$ cat config.mk
export PLATFORM = sky130hd
export DESIGN_NAME = branch_redirect_ctrl
export DESIGN_NICKNAME = d
export VERILOG_FILES = /design/src/rtl/branch_ctrl_pkg.sv /design/src/rtl/sat_counter.sv /design/src/rtl/branch_redirect_ctrl.sv
export SDC_FILE = /design/constraint.sdc
export NUM_CORES = 1
export LEC_CHECK = 0
export CAP_MARGIN = 20
export CORE_UTILIZATION = 40
export CTS_BUF_LIST = sky130_fd_sc_hd__clkbuf_2
export DETAILED_ROUTE_END_ITERATION = 12
export DONT_BUFFER_PORTS = 1
export GPL_TIMING_DRIVEN = 0
export PLACE_DENSITY = 0.6
export SLEW_MARGIN = 10
export SYNTH_ARGS = -nofsm -noshare
export SYNTH_HDL_FRONTEND = slang
export SYNTH_HIERARCHICAL = 1
export SYNTH_SLANG_ARGS = --single-unit
$ cat constraint.sdc
create_clock -name clk -period 3.2 [get_ports clk]
set_input_delay 0.32 -clock clk [delete_from_list [all_inputs] [get_ports clk]]
set_output_delay 0.32 -clock clk [all_outputs]
set_load 0.05 [all_outputs]
$ cat src/rtl/branch_ctrl_pkg.sv
// Shared types and constants for the branch redirect controller.
package branch_ctrl_pkg;

  typedef enum logic [1:0] {
    IDLE,
    REDIRECT,
    DRAIN
  } state_e;

  localparam int unsigned PC_INC = 4;

endpackage

$ cat src/rtl/sat_counter.sv
// Saturating up-counter with synchronous clear; clear wins over increment.
module sat_counter #(
  parameter int unsigned W = 16
) (
  input  logic         i_clk,
  input  logic         i_rst_n,
  input  logic         i_inc,
  input  logic         i_clr,
  output logic [W-1:0] o_count
);

  logic [W-1:0] r_count;

  always_ff @(posedge i_clk or negedge i_rst_n) begin
    if (!i_rst_n) begin
      r_count <= '0;
    end else if (i_clr) begin
      r_count <= '0;
    end else if (i_inc && (r_count != '1)) begin
      r_count <= r_count + W'(1);
    end
  end

  assign o_count = r_count;

endmodule

$ cat src/rtl/branch_redirect_ctrl.sv
// Front-end sequencer for resolved branches: on a direction mispredict it issues a
// PC redirect over valid/ready, then flushes IF/ID and ID/EX, and counts branches.
module branch_redirect_ctrl
  import branch_ctrl_pkg::*;
#(
  parameter int unsigned XLEN         = 32,
  parameter int unsigned FLUSH_CYCLES = 2,
  parameter int unsigned CNT_W        = 16
) (
  input  logic             clk,
  input  logic             rst_n,
  input  logic             ex_valid,
  input  logic             ex_is_ctrl,
  input  logic             ex_should_branch,
  input  logic             ex_pred_taken,
  input  logic [XLEN-1:0]  ex_pc,
  input  logic [XLEN-1:0]  ex_target,
  output logic             redirect_valid,
  output logic [XLEN-1:0]  redirect_pc,
  input  logic             redirect_ready,
  output logic             flush_if_id,
  output logic             flush_id_ex,
  output logic             ex_stall,
  input  logic             cnt_clear,
  output logic [CNT_W-1:0] branch_cnt,
  output logic [CNT_W-1:0] mispredict_cnt
);

  localparam int unsigned DW = (FLUSH_CYCLES > 0) ? $clog2(FLUSH_CYCLES + 1) : 1;

  state_e          r_state;
  state_e          w_state_nxt;
  logic [DW-1:0]   r_drain;
  logic [DW-1:0]   w_drain_nxt;
  logic [XLEN-1:0] r_redirect_pc;
  logic [XLEN-1:0] w_correct_pc;
  logic            w_fire;
  logic            w_mis;

  // EX contents are only meaningful while idle; otherwise they are squashed bubbles.
  assign w_fire       = ex_valid & ex_is_ctrl & (r_state == IDLE);
  assign w_mis        = w_fire & (ex_should_branch != ex_pred_taken);
  assign w_correct_pc = ex_should_branch ? ex_target : (ex_pc + XLEN'(PC_INC));

  always_ff @(posedge clk or negedge rst_n) begin
    if (!rst_n) begin
      r_state       <= IDLE;
      r_drain       <= '0;
      r_redirect_pc <= '0;
    end else begin
      r_state <= w_state_nxt;
      r_drain <= w_drain_nxt;
      if (w_mis) begin
        r_redirect_pc <= w_correct_pc;
      end
    end
  end

  always_comb begin
    w_state_nxt = r_state;
    w_drain_nxt = r_drain;
    unique case (r_state)
      IDLE: begin
        if (w_mis) begin
          w_state_nxt = REDIRECT;
        end
      end
      REDIRECT: begin
        if (redirect_ready) begin
          if (FLUSH_CYCLES > 0) begin
            w_state_nxt = DRAIN;
            w_drain_nxt = DW'(FLUSH_CYCLES);
          end else begin
            w_state_nxt = IDLE;
          end
        end
      end
      DRAIN: begin
        w_drain_nxt = r_drain - DW'(1);
        if (r_drain == DW'(1)) begin
          w_state_nxt = IDLE;
        end
      end
      default: begin
        w_state_nxt = IDLE;
        w_drain_nxt = '0;
      end
    endcase
  end

  // Outputs decode the state flops only, so reset clears them without a clock edge.
  always_comb begin
    redirect_valid = 1'b0;
    flush_if_id    = 1'b0;
    flush_id_ex    = 1'b0;
    ex_stall       = 1'b0;
    unique case (r_state)
      IDLE: ;
      REDIRECT: begin
        redirect_valid = 1'b1;
        flush_if_id    = 1'b1;
        flush_id_ex    = 1'b1;
        ex_stall       = 1'b1;
      end
      DRAIN: begin
        flush_if_id = 1'b1;
        ex_stall    = 1'b1;
      end
      default: ;
    endcase
  end

  assign redirect_pc = r_redirect_pc;

  sat_counter #(
    .W(CNT_W)
  ) u_branch_cnt (
    .i_clk  (clk),
    .i_rst_n(rst_n),
    .i_inc  (w_fire),
    .i_clr  (cnt_clear),
    .o_count(branch_cnt)
  );

  sat_counter #(
    .W(CNT_W)
  ) u_mispredict_cnt (
    .i_clk  (clk),
    .i_rst_n(rst_n),
    .i_inc  (w_mis),
    .i_clr  (cnt_clear),
    .o_count(mispredict_cnt)
  );

endmodule

# Yosys cells after proc, flatten, opt, wreduce, memory -nomap -nowiden

Index checks and enable logic that the tools add are counted.
Widths: inputs -> output; s select.

Register bits: 68
Input port bits: 72
Logic and storage cells: 42

Add/subtract/negate cells: 4
Eq/ne operators: 9
Mux-type cells: 12
Bitwise operators: 4
Reduce and logical (&&, ||, !) cells: 8

Operators with widths:

| kind                  | number |
|---|---|
| $mux 16               | 4 |
| $add 16x1->16 const B | 2 |
| $add 32x3->32 const B | 1 |
| $mux 32               | 1 |
| $ne 16x16->1 const B  | 2 |
| $pmux 2 s3            | 2 |
| $mux 2                | 3 |
| $eq 2x1->1 const B    | 2 |
| $ne 2x2->1 const B    | 2 |
| $reduce_bool 2->1     | 2 |
| $and 1x1->1           | 3 |
| $reduce_and 3->1      | 1 |
| $eq 2x2->1 const B    | 1 |
| $logic_and 1x1->1     | 2 |
| $logic_not 2->1       | 1 |
| $mux 1                | 2 |
| $ne 2x1->1 const B    | 1 |
| $reduce_and 2->1      | 1 |
| $reduce_or 2->1       | 1 |
| $sub 2x1->2 const B   | 1 |
| $ne 1x1->1            | 1 |
| $not 1->1             | 1 |

# Longest topological paths before layout

Depth in word-level cells: 6
Gate-level depth with buffers: 13

# Modules after synthesis

The synthesis kept the hierarchy.

By module, submodules not included:

| module               | instances | cells each | area each (um^2) | seq. area each (um^2) |
|---|---|---|---|---|
| branch_redirect_ctrl | 1         | 281        | 2438.6           | 900.9 |
| sat_counter          | 2         | 98         | 942.2            | 400.4 |

# Least setup slack after synthesis

OpenSTA, ideal clock, no wires.

Kind: register -> register
Start point: register r_state[0]
End point: register u_mispredict_cnt.r_count[3], in the netlist u_mispredict_cnt/o_count[3]
Setup time: 0.078 ns
Data arrival time: 2.446 ns
Slack: 0.676 ns
Cell stages (with the launch flop): 13
Buffers on the path: 3
Clock period less this slack: 2.524 ns
Path through: dfrtp_1 -> inv_1 -> ha_1 -> nand3_1 -> inv_1 -> nand2b_1 -> buf_2 -> inv_2 -> buf_2 -> inv_1 -> clkbuf_1 -> or4_2 -> a21oi_1

Cells in the longest elaborated chain, start to end: 5

Ends and longest elaborated chain:

| what                        | line                       | text |
|---|---|---|
| from (decl)                 | branch_redirect_ctrl.sv:31 | `state_e r_state;` |
| from (signal assigned)      | branch_redirect_ctrl.sv:51 | `r_state <= w_state_nxt;` |
| $logic_not 2->1             | branch_redirect_ctrl.sv:41 | `assign w_fire = ex_valid & ex_is_ctrl & (r_state == IDLE);` |
| $and 1x1->1                 | branch_redirect_ctrl.sv:41 |  |
| via w_fire                  | branch_redirect_ctrl.sv:37 | `logic w_fire;` |
| $and 1x1->1                 | branch_redirect_ctrl.sv:42 | `assign w_mis = w_fire & (ex_should_branch != ex_pred_taken);` |
| via w_mis                   | branch_redirect_ctrl.sv:38 | `logic w_mis;` |
| $logic_and 1x1->1           | sat_counter.sv:19          | `end else if (i_inc && (r_count != '1)) begin` |
| $reduce_bool 2->1 (no line) | -                          |  |
| to (signal assigned)        | sat_counter.sv:20          | `r_count <= r_count + W'(1);` |
| to (decl)                   | sat_counter.sv:12          | `logic [W-1:0] r_count;` |

The timed path passes the listed nets, and every way through them passes these cells.
A chain may end at the register's enable or synchronous reset.

# Final worst setup path

Ends and elaborated chain as after synthesis.

==> run metrics <==
root buffer cell clkbuf_2; Cell Pwr Density 654 nW/um2; post-synthesis instance area 4320 um2; area fraction of the dominant cell type after synthesis 0.394; Top Layer Used met4; source-to-sink clock delay at the later pin of the worst-skew pair 520 ps; effective utilization at floorplan 0.415; Routed wire per std cell 18.1 um; cells after synthesis 477; Routability Congestion 0.808; Worst setup EP type register; growth of design area from synthesis to finish 19.0%; Total Routing Usage GR 0.225; result of the run completed; WP data arrival 3350 ps; overall die height 106 um; number of buffers created by CTS 9; startpoint of the worst setup timing path r_state[0]; Critical Path RT 3640 ps; H-tree levels 3; total number of nets in the final design 619; slew at the pin closest to its max-slew limit 692 ps; die outline area 11200 um2; DIE WIDTH 106 um; Setup crit start kind register; TritonCTS clock tree built; leakage dissipation 2.05 nW; drt initial violations 239; count of maximum capacitance violations 0; Placement Setup Slack -4.79 ps; Post-Route M1 WL 5130 um; Net Sw Frac 0.512; vias per std cell 5.86; count of flip-flops with a built-in enable after synthesis 0; sequential-to-total area share from yosys stat 0.394; Mean Syn Cell Area 9.06 um2; number of hold-slack violations in the final timing report 0; headroom to the max-slew limit 0.538; Detail Route met2 WL 5950 um; post-synthesis net count 557; Max Fanout on Critical Path 13; Max Transition Viols Final 0; count of unique library cells instantiated by Yosys 52; drt pass-1 iters 5; fraction of power consumed by the clock network 0.155; internal power consumption 1.64 mW; vias in the first global route 4005; hold slack 37.9 ps; period utilisation layout 0.912; maximum number of pins on one net before global-route repair 69; number of storage elements in the synthesis netlist 68; FF-to-FF Start r_state[0]; Post-Layout Cell Count 680; Synthesis Warnings 6; top area cells in the synthesized netlist dfrtp_1 (39%), nand2_1 (4.3%), a21oi_1 (4.2%); worst hold path startpoint ex_pc[10]; number of port buffers 0; Core Area 10400 um2; share of total power in sequential cells 0.587; routed wire length on met3 1090 um; RSZ-0062 raised after global routing no; I/O pin count 140; antenna violations before repair 0; aggregate global routing overflow 0; Net Sw Power 1.72 mW; setup violators final 0; clock input transition at the sequential cells of the worst setup and hold paths 230 ps; buffers from clock root to sink, at most 2; worst supply voltage drop on vdd 527 uV; worst min-delay path class in -> reg; final-layout setup total negative slack 0 ps; post-detailed-route DRC marker count 0; total inserted antenna cells 0; dominant synthesized flop cell dfrtp_1; Logic pwr share 0.258; Cell Rows 37; Post-DP HPWL 8590 um; Crit Path Class reg -> reg; Fin Clk Skew 28.2 ps; placed instance count 613; Max Fclk 0.343 GHz; async set or reset register ratio after synthesis 1.00; layout cells sized above 1 0.114; first-pass GRT wire length 20000 um; number of nets with antenna violations after routing 0; most area-hungry cell type in the Yosys netlist dfrtp_1; minimum setup slack in the final design 282 ps; shortest period the worst path allows 2920 ps; sum of routed wire length over all layers 12300 um; overall power of the completed layout 3.36 mW; clock net sink count 68; routed vias 3987
[cell families after synthesis]
group / count (synthesis) / share of synthesized area
AO/OA/AOI/OAI: 122 / 0.180
XOR/XNOR: 26 / 0.0527
adder cells (fa/ha/maj): 8 / 0.0232
buffers and inverters: 43 / 0.0460
flip-flops: 68 / 0.394
multiplexers: 16 / 0.0405
AND/OR/NAND/NOR: 194 / 0.264
[state kept, by name, summed over array words and instances (netlist names)]
signal and count:
redirect_pc 32, u_mispredict_cnt/o_count 16, u_branch_cnt/o_count 16, r_drain 2, r_state 2
[placed cells by master (no fill, tap or decap), drive strengths merged, types with 2 or more instances in the layout]
cell         count
xnor2           12
o31ai           15
nand2b           3
a211oi           2
clkinv           4
inv             16
ha               8
o211ai           6
xor2            14
o21ai           41
a21oi           36
o22ai            5
nor2            26
o221ai           6
or3              6
nand4           25
nor4            13
a22oi            7
clkbuf          23
and4             5
and2             2
dfrtp           68
nor3             4
dlygate4sd3     51
clkinvlp         2
nand3           21
nor2b            9
mux2            12
or4             14
nand2           50
buf             13
mux2i            4
nand3b           3
and3            12
[metrics by stage]
step / util / area (um2)
after floorplan: - / 4320
after global placement: 0.431 / 4490
after detailed placement: 0.431 / 4490
after CTS: 0.493 / 5140
after global routing: 0.494 / 5140
final: 0.494 / 5140
[metal layers]
layer | GRT usage | vias to the layer above
met1 | 0.276 | 1931
met3 | 0.0815 | 10
met2 | 0.371 | 148
met5 | 0 | -
met4 | 0.0635 | 0
li1 | - | 1898
[critical path, stage by stage, from the launching register on]
cell and delay, ps:
dfrtp_1 470, inv_1 90, ha_1 230, nand3_1 210, inv_2 180, nand2b_1 70
buf_2 180, inv_2 140, buf_4 230, inv_1 200, or4_2 670, a21oi_1 150
[final timing paths]
kind	to	slack [ps]	cells after the start
hold reg to reg	r_drain[1]	570	2
setup / recovery	u_mispredict_cnt/o_count[3]	280	11
setup reg to reg	u_mispredict_cnt/o_count[3]	280	11
max in group asynchronous	redirect_pc[23]	2550	2
hold / removal	redirect_pc[11]	40	3
min in group asynchronous	redirect_pc[3]	340	2
[what timing repair did]
item / in CTS / in global routing
gates resized for setup: 1 / 5
setup endpoints to repair: 3 / 19
hold buffers: 51 / 1
hold endpoints to repair: 99 / 1
buffers inserted: 0 / 0
[power groups by stage]
| stage | clock, mW | sequential (mW) | combinational (mW) |
|---|---|---|---|
| floorplan | 0 | 1.93 | 0.570 |
| global placement | 0 | 1.99 | 0.652 |
| detailed placement | 0 | 2.00 | 0.670 |
| CTS | 0.541 | 1.98 | 0.863 |
| global route | 0.580 | 2.01 | 0.961 |
| finish | 0.522 | 1.97 | 0.869 |
[layout make-up]
cell class | instances | area, um2
Fill cell | 1018 | 5270
Multi-Input combinational cell | 366 | 2420
Sequential cell | 68 | 1700
Timing Repair Buffer | 52 | 538
Tap cell | 136 | 170
Buffer | 26 | 140
Clock inverter | 7 | 67.6
Inverter | 16 | 60.1
Clock buffer | 9 | 45.0
[synthesized netlist by cell type, types with 12 or more instances]
| cell type | number |
|---|---|
| nand3_1 | 20 |
| nand2_1 | 50 |
| o21ai_0 | 32 |
| o31ai_1 | 15 |
| a21oi_1 | 36 |
| clkbuf_1 | 15 |
| and3_1 | 12 |
| dfrtp_1 | 68 |
| xnor2_1 | 12 |
| inv_1 | 15 |
| nor2_1 | 26 |
| xor2_1 | 14 |
| nand4_1 | 21 |
(Power assumes the default switching activity.)
